File: config.mk
export PLATFORM = sky130hd
export DESIGN_NAME = down_count_timer
export DESIGN_NICKNAME = d
export VERILOG_FILES = /design/src/rtl/down_count_timer.sv
export SDC_FILE = /design/constraint.sdc
export NUM_CORES = 1
export LEC_CHECK = 0
export CORE_AREA = 2 2 49 47
export DETAILED_ROUTE_END_ITERATION = 8
export DIE_AREA = 0 0 51 49
export GPL_TIMING_DRIVEN = 0
export PLACE_DENSITY = 0.68
export SLEW_MARGIN = 0
export SYNTH_ARGS = -nofsm -noshare
export SYNTH_HDL_FRONTEND = slang
export SYNTH_SLANG_ARGS = --single-unit
File: constraint.sdc
create_clock -name clk -period 1.9 [get_ports clk]
set_clock_uncertainty 0.1 [all_clocks]
set_input_delay 0.475 -clock clk [delete_from_list [all_inputs] [get_ports clk]]
set_output_delay 0.475 -clock clk [all_outputs]
set_load 0.01 [all_outputs]
File: src/rtl/down_count_timer.sv
// Programmable down-counter: loads a start value, counts to zero on enabled
// falling edges, pulses tc at expiry, and optionally reloads for periodic ticks.
module down_count_timer #(
  parameter int WIDTH = 4
) (
  input  logic             clk,
  input  logic             reset,
  input  logic             load_valid,
  output logic             load_ready,
  input  logic [WIDTH-1:0] load_value,
  input  logic             load_mode,
  input  logic             enable,
  input  logic             abort,
  output logic [WIDTH-1:0] q,
  output logic             tc,
  output logic             busy,
  output logic             done,
  output logic [1:0]       fsm_state
);

  typedef enum logic [1:0] {
    IDLE  = 2'd0,
    COUNT = 2'd1,
    DONE  = 2'd2
  } state_t;

  localparam logic [WIDTH-1:0] ONE = {{(WIDTH-1){1'b0}}, 1'b1};

  state_t           state;
  logic [WIDTH-1:0] reload;
  logic             mode;
  logic             load_fire;

  // Load handshake: the source raises load_valid with load_value/load_mode
  // stable and holds them; the transfer happens on the falling edge where
  // load_valid and load_ready are both high. load_ready is low only while
  // counting, so a request made mid-count simply waits.
  assign load_ready = (state != COUNT);
  assign load_fire  = load_valid & load_ready;
  assign busy       = (state == COUNT);
  assign done       = (state == DONE);
  assign fsm_state  = state;

  always_ff @(negedge clk or posedge reset) begin
    if (reset) begin
      state  <= IDLE;
      q      <= '0;
      tc     <= 1'b0;
      reload <= '0;
      mode   <= 1'b0;
    end else begin
      tc <= 1'b0;
      case (state)
        IDLE, DONE: begin
          if (load_fire) begin
            q      <= load_value;
            reload <= load_value;
            mode   <= load_mode;
            if (load_value != '0) begin
              state <= COUNT;
            end else begin
              // A zero load expires immediately and never reloads.
              tc    <= 1'b1;
              mode  <= 1'b0;
              state <= DONE;
            end
          end else if (abort && (state == DONE)) begin
            state <= IDLE;
          end
        end
        COUNT: begin
          if (abort) begin
            q     <= '0;
            state <= IDLE;
          end else if (enable) begin
            if (q > ONE) begin
              q <= q - ONE;
            end else if (q == ONE) begin
              q  <= '0;
              tc <= 1'b1;
              if (!mode) state <= DONE;
            end else if (mode) begin
              // Auto-reload dwells one enabled edge at zero, giving N+1 period.
              q <= reload;
            end else begin
              state <= DONE;
            end
          end
        end
        default: begin
          q     <= '0;
          state <= IDLE;
        end
      endcase
    end
  end

endmodule

# After elaboration in Yosys (flattened, before gate mapping)
# Index checks and enable logic that the tools add are counted.
[classes]
addsub = 1
n_mul = 0
div = 0
magnitude_cmp = 1
n_eq_ne = 10
n_shift = 0
n_mux = 23
bitwise_logic = 1
n_reduce_logical = 7
[op_table]
columns = ["cell", "count"]
rows = [
  ["$mux 4", 6],
  ["$mux 2", 7],
  ["$ne 3x3->1 const B", 4],
  ["$pmux 4 s2", 1],
  ["$mux 1", 7],
  ["$ne 5x2->1 const B", 1],
  ["$eq 4x1->1 const B", 1],
  ["$gt 4x1->1 const B", 1],
  ["$pmux 2 s2", 1],
  ["$reduce_and 4->1", 1],
  ["$reduce_bool 4->1", 1],
  ["$sub 4x1->4 const B", 1],
  ["$reduce_and 3->1", 1],
  ["$eq 2x1->1 const B", 1],
  ["$eq 2x2->1 const B", 1],
  ["$logic_not 2->1", 1],
  ["$ne 2x1->1 const B", 1],
  ["$ne 2x2->1 const B", 1],
  ["$pmux 1 s2", 1],
  ["$reduce_and 2->1", 1],
  ["$reduce_or 2->1", 1],
  ["$and 1x1->1", 1],
  ["$logic_and 1x1->1", 1],
]
[totals]
register_bits = 12
latch_bits = 0
mem_bits_rw = 0
romBits = 0
in_bits = 10
out_inout_bits = 10
memories = 0

# Logic depth before layout (Yosys ltp)
[depth]
word_depth = 6
mapped_depth = 7
mapped_depth_nobuf = 6

==> parameters.txt <==
Parameter                              Value

Timing
  Hold slack final    0.317 ns
  Relative slew margins    0.682
  Worst path setup slack after routing    -0.830 ns
  Total count of hold-check failures in the final report    0
  Worst-Margin Slew    0.476 ns
  RSZ-0062 raised after global routing    true
  Final total negative setup slack    -7.94 ns
  Max-slew violation count    0
  Setup-violating endpoint count in the final report    18

Power
  Power density over cell area    1370 nW/um^2
  Worst ir drop on vdd    0.812 mV
  Overall power consumption    1.78 mW
  Leakage    0.599 nW

Critical path
  Type of destination of the critical path    output port
  Worst EP arrival    2.16 ns
  Highest net fanout along the worst path    3
  Flop2flop setup slack    -0.24 ns
  Worst setup SP type    register
  Cells on worst reg2reg path    9
  Reg2Reg Capture Point    q[1]$_DFFE_NP0P_
  Critical Path Start    fsm_state[0]$_DFFE_NP0P_
  Required time of the critical path    1.32 ns
  Startpoint of the most critical register-to-register path    q[0]$_DFFE_NP0P_
  Worst Setup Path Type    register to output port

Outcome
  Violated checks    negative setup slack
  Status    finished, violations left

Global routing
  Maximum number of pins on one net before global-route repair    13
  Global-route wire length before repair    3950 um
  Overflow after GRT    0
  Global-route usage over all layers    0.210
  Vias in the first global route    807
  Initial antenna violation count    0

Yosys
  Mean instance size in the synthesized netlist    8.85 sq um
  Area of the mapped netlist    806 sq um
  Mapped Cells    91
  Unique cell type count in the Yosys netlist    36
  Largest cells by area after synthesis    sky130_fd_sc_hd__dfrtn_1 37%, sky130_fd_sc_hd__nand2_1 8.4%, sky130_fd_sc_hd__nor2_1 3.3%
  Seq/Total Area, Yosys    0.373
  Flop and latch count out of synthesis    12
  Warnings, synthesis    0
  Count of flip-flops with a built-in enable after synthesis    0
  Proportion of register bits with asynchronous set or reset after synthesis    1.00
  Area share of the largest cell type after synthesis    0.373
  Library cell occupying the most area in the post-synthesis netlist    sky130_fd_sc_hd__dfrtn_1
  Most common flop cell mapped by yosys    sky130_fd_sc_hd__dfrtn_1
  Syn Nets    103

Hold path
  Number of instances on the worst hold path    2
  End point of the worst hold path    reload[2]$_DFFE_NP0P_
  Worst min path class    register to register
  Min-Delay Startpoint    reload[2]$_DFFE_NP0P_

Placed design
  Cell count after placement    137
  Last weighted congestion value of the routability-driven placer    0.861
  Post-DP HPWL    1400 um
  Post-place instance area    1050 sq um
  Post-Place Setup Slack    -1.24 ns
  Count of buffers inserted at the top-level ports    19

Floorplan
  Die W    51 um
  Initial core utilization    0.399
  Number of placed I/O pins    20
  Area of the die    2500 sq um
  Num rows    16
  Die height    49 um
  Core region area    2020 sq um

Clock tree
  Clock Latency Late Sink    0.28 ns
  Clock transition time at the flip-flop clock pins of the worst setup and hold paths    0.05 ns
  Hold buffer count at cts    0
  TritonCTS Buffers    3
  Maximum buffer depth of the clock tree    2
  Total clock sinks    12
  Clock tree root driver cell    sky130_fd_sc_hd__clkbuf_4
  TritonCTS clock tree    done
  Htree depth    1

Drt
  Antenna-violating nets left    0
  DRC violations left    0
  Detailed-route vias per instance    5.68
  Avg WL per Cell    16.4 um
  Detailed-router iteration count before antenna repair    5
  Routed vias    881
  Drt total wl    2540 um
  Detailed Route Iter0 Violations    38

Finish
  Area grow syn2layout    61.5%
  Most common cell after layout, fill and taps aside    sky130_fd_sc_hd__nand2_1
  N_diodes    0
  Cell area after layout    1300 sq um
  Layout Cells excl Fill    155
  Most used cells in the layout excluding fill and tap cells    18 x sky130_fd_sc_hd__nand2_1, 13 x sky130_fd_sc_hd__buf_4, 12 x sky130_fd_sc_hd__dfrtn_1
  Fraction of final layout cells with drive strength greater than 1    0.477
  Post-layout utilization of the core    0.644
  Net count reported at finish    142

Job
  Number of maximum-capacitance constraint violations    0
[critical path, cell delays in order (launching register included)]
cell and delay, ns:
sky130_fd_sc_hd__dfrtn_1 0.43, sky130_fd_sc_hd__buf_6 0.11, sky130_fd_sc_hd__or2b_1 0.25, sky130_fd_sc_hd__buf_2 0.15
[power by group]
group	switching [mW]	internal [mW]
Combinational	0.652	0.562
Sequential	0.0555	0.352
Clock	0.0814	0.0734
Total	0.789	0.988
[area by class of cell]
cell class              count  area [sq um]
plain buffers               5          37.5
clock buffers               3          22.5
fillers                   162           721
inverters                   6          22.5
multi-input cells          67           567
flip-flops and latches     12           300
well taps                  27          33.8
repair buffers             35           318
[registers in the layout (all words and copies together), names as in the netlist]
signal / count
reload: 4
q: 4
fsm_state: 2
mode: 1
tc: 1
[worst max path at each step]
stage	to	slack, ns	cells after the start
floorplan	busy	-0.59	3
global placement	q[3]$_DFFE_NP0P_	-1.25	4
detailed placement	q[3]$_DFFE_NP0P_	-1.24	4
CTS	load_ready	-0.84	3
global route	load_ready	-0.88	3
finish	load_ready	-0.83	3
[cells in the mapped netlist (all sizes together) (2+ instances only)]
cell type / n
nand2: 18
buf: 5
o221ai: 2
or3: 2
a211oi: 3
ha: 2
dfrtn: 12
inv: 6
a31oi: 2
a221oi: 2
nor3b: 3
nor2b: 2
o21ai: 5
o31ai: 2
nor2: 7
nand4bb: 2
[logic make-up after synthesis]
kind of cell             after synthesis  synth area share
flip-flops                            12             0.373
AO/OA/AOI/OAI                         22             0.221
AND/OR/NAND/NOR                       43             0.297
buffers and inverters                 12            0.0792
adder cells (fa/ha/maj)                2            0.0311
[layer usage]
metal  GRT usage  wire length [um]  vias up  share of wire
li1            -                 -      406              -
met1       0.266               984      418           0.39
met2       0.335              1290       47           0.51
met3      0.0307               163       10          0.064
met4       0.126               100        0          0.039
met5           0                 0        -              0
[timing repair]
item | CTS | global route
pin swaps | 8 | 9
resized for setup | 95 | 18
setup buffers | 14 | 3
endpoints found under the setup margin | 22 | 20
Power figures use the tool's default switching activity.
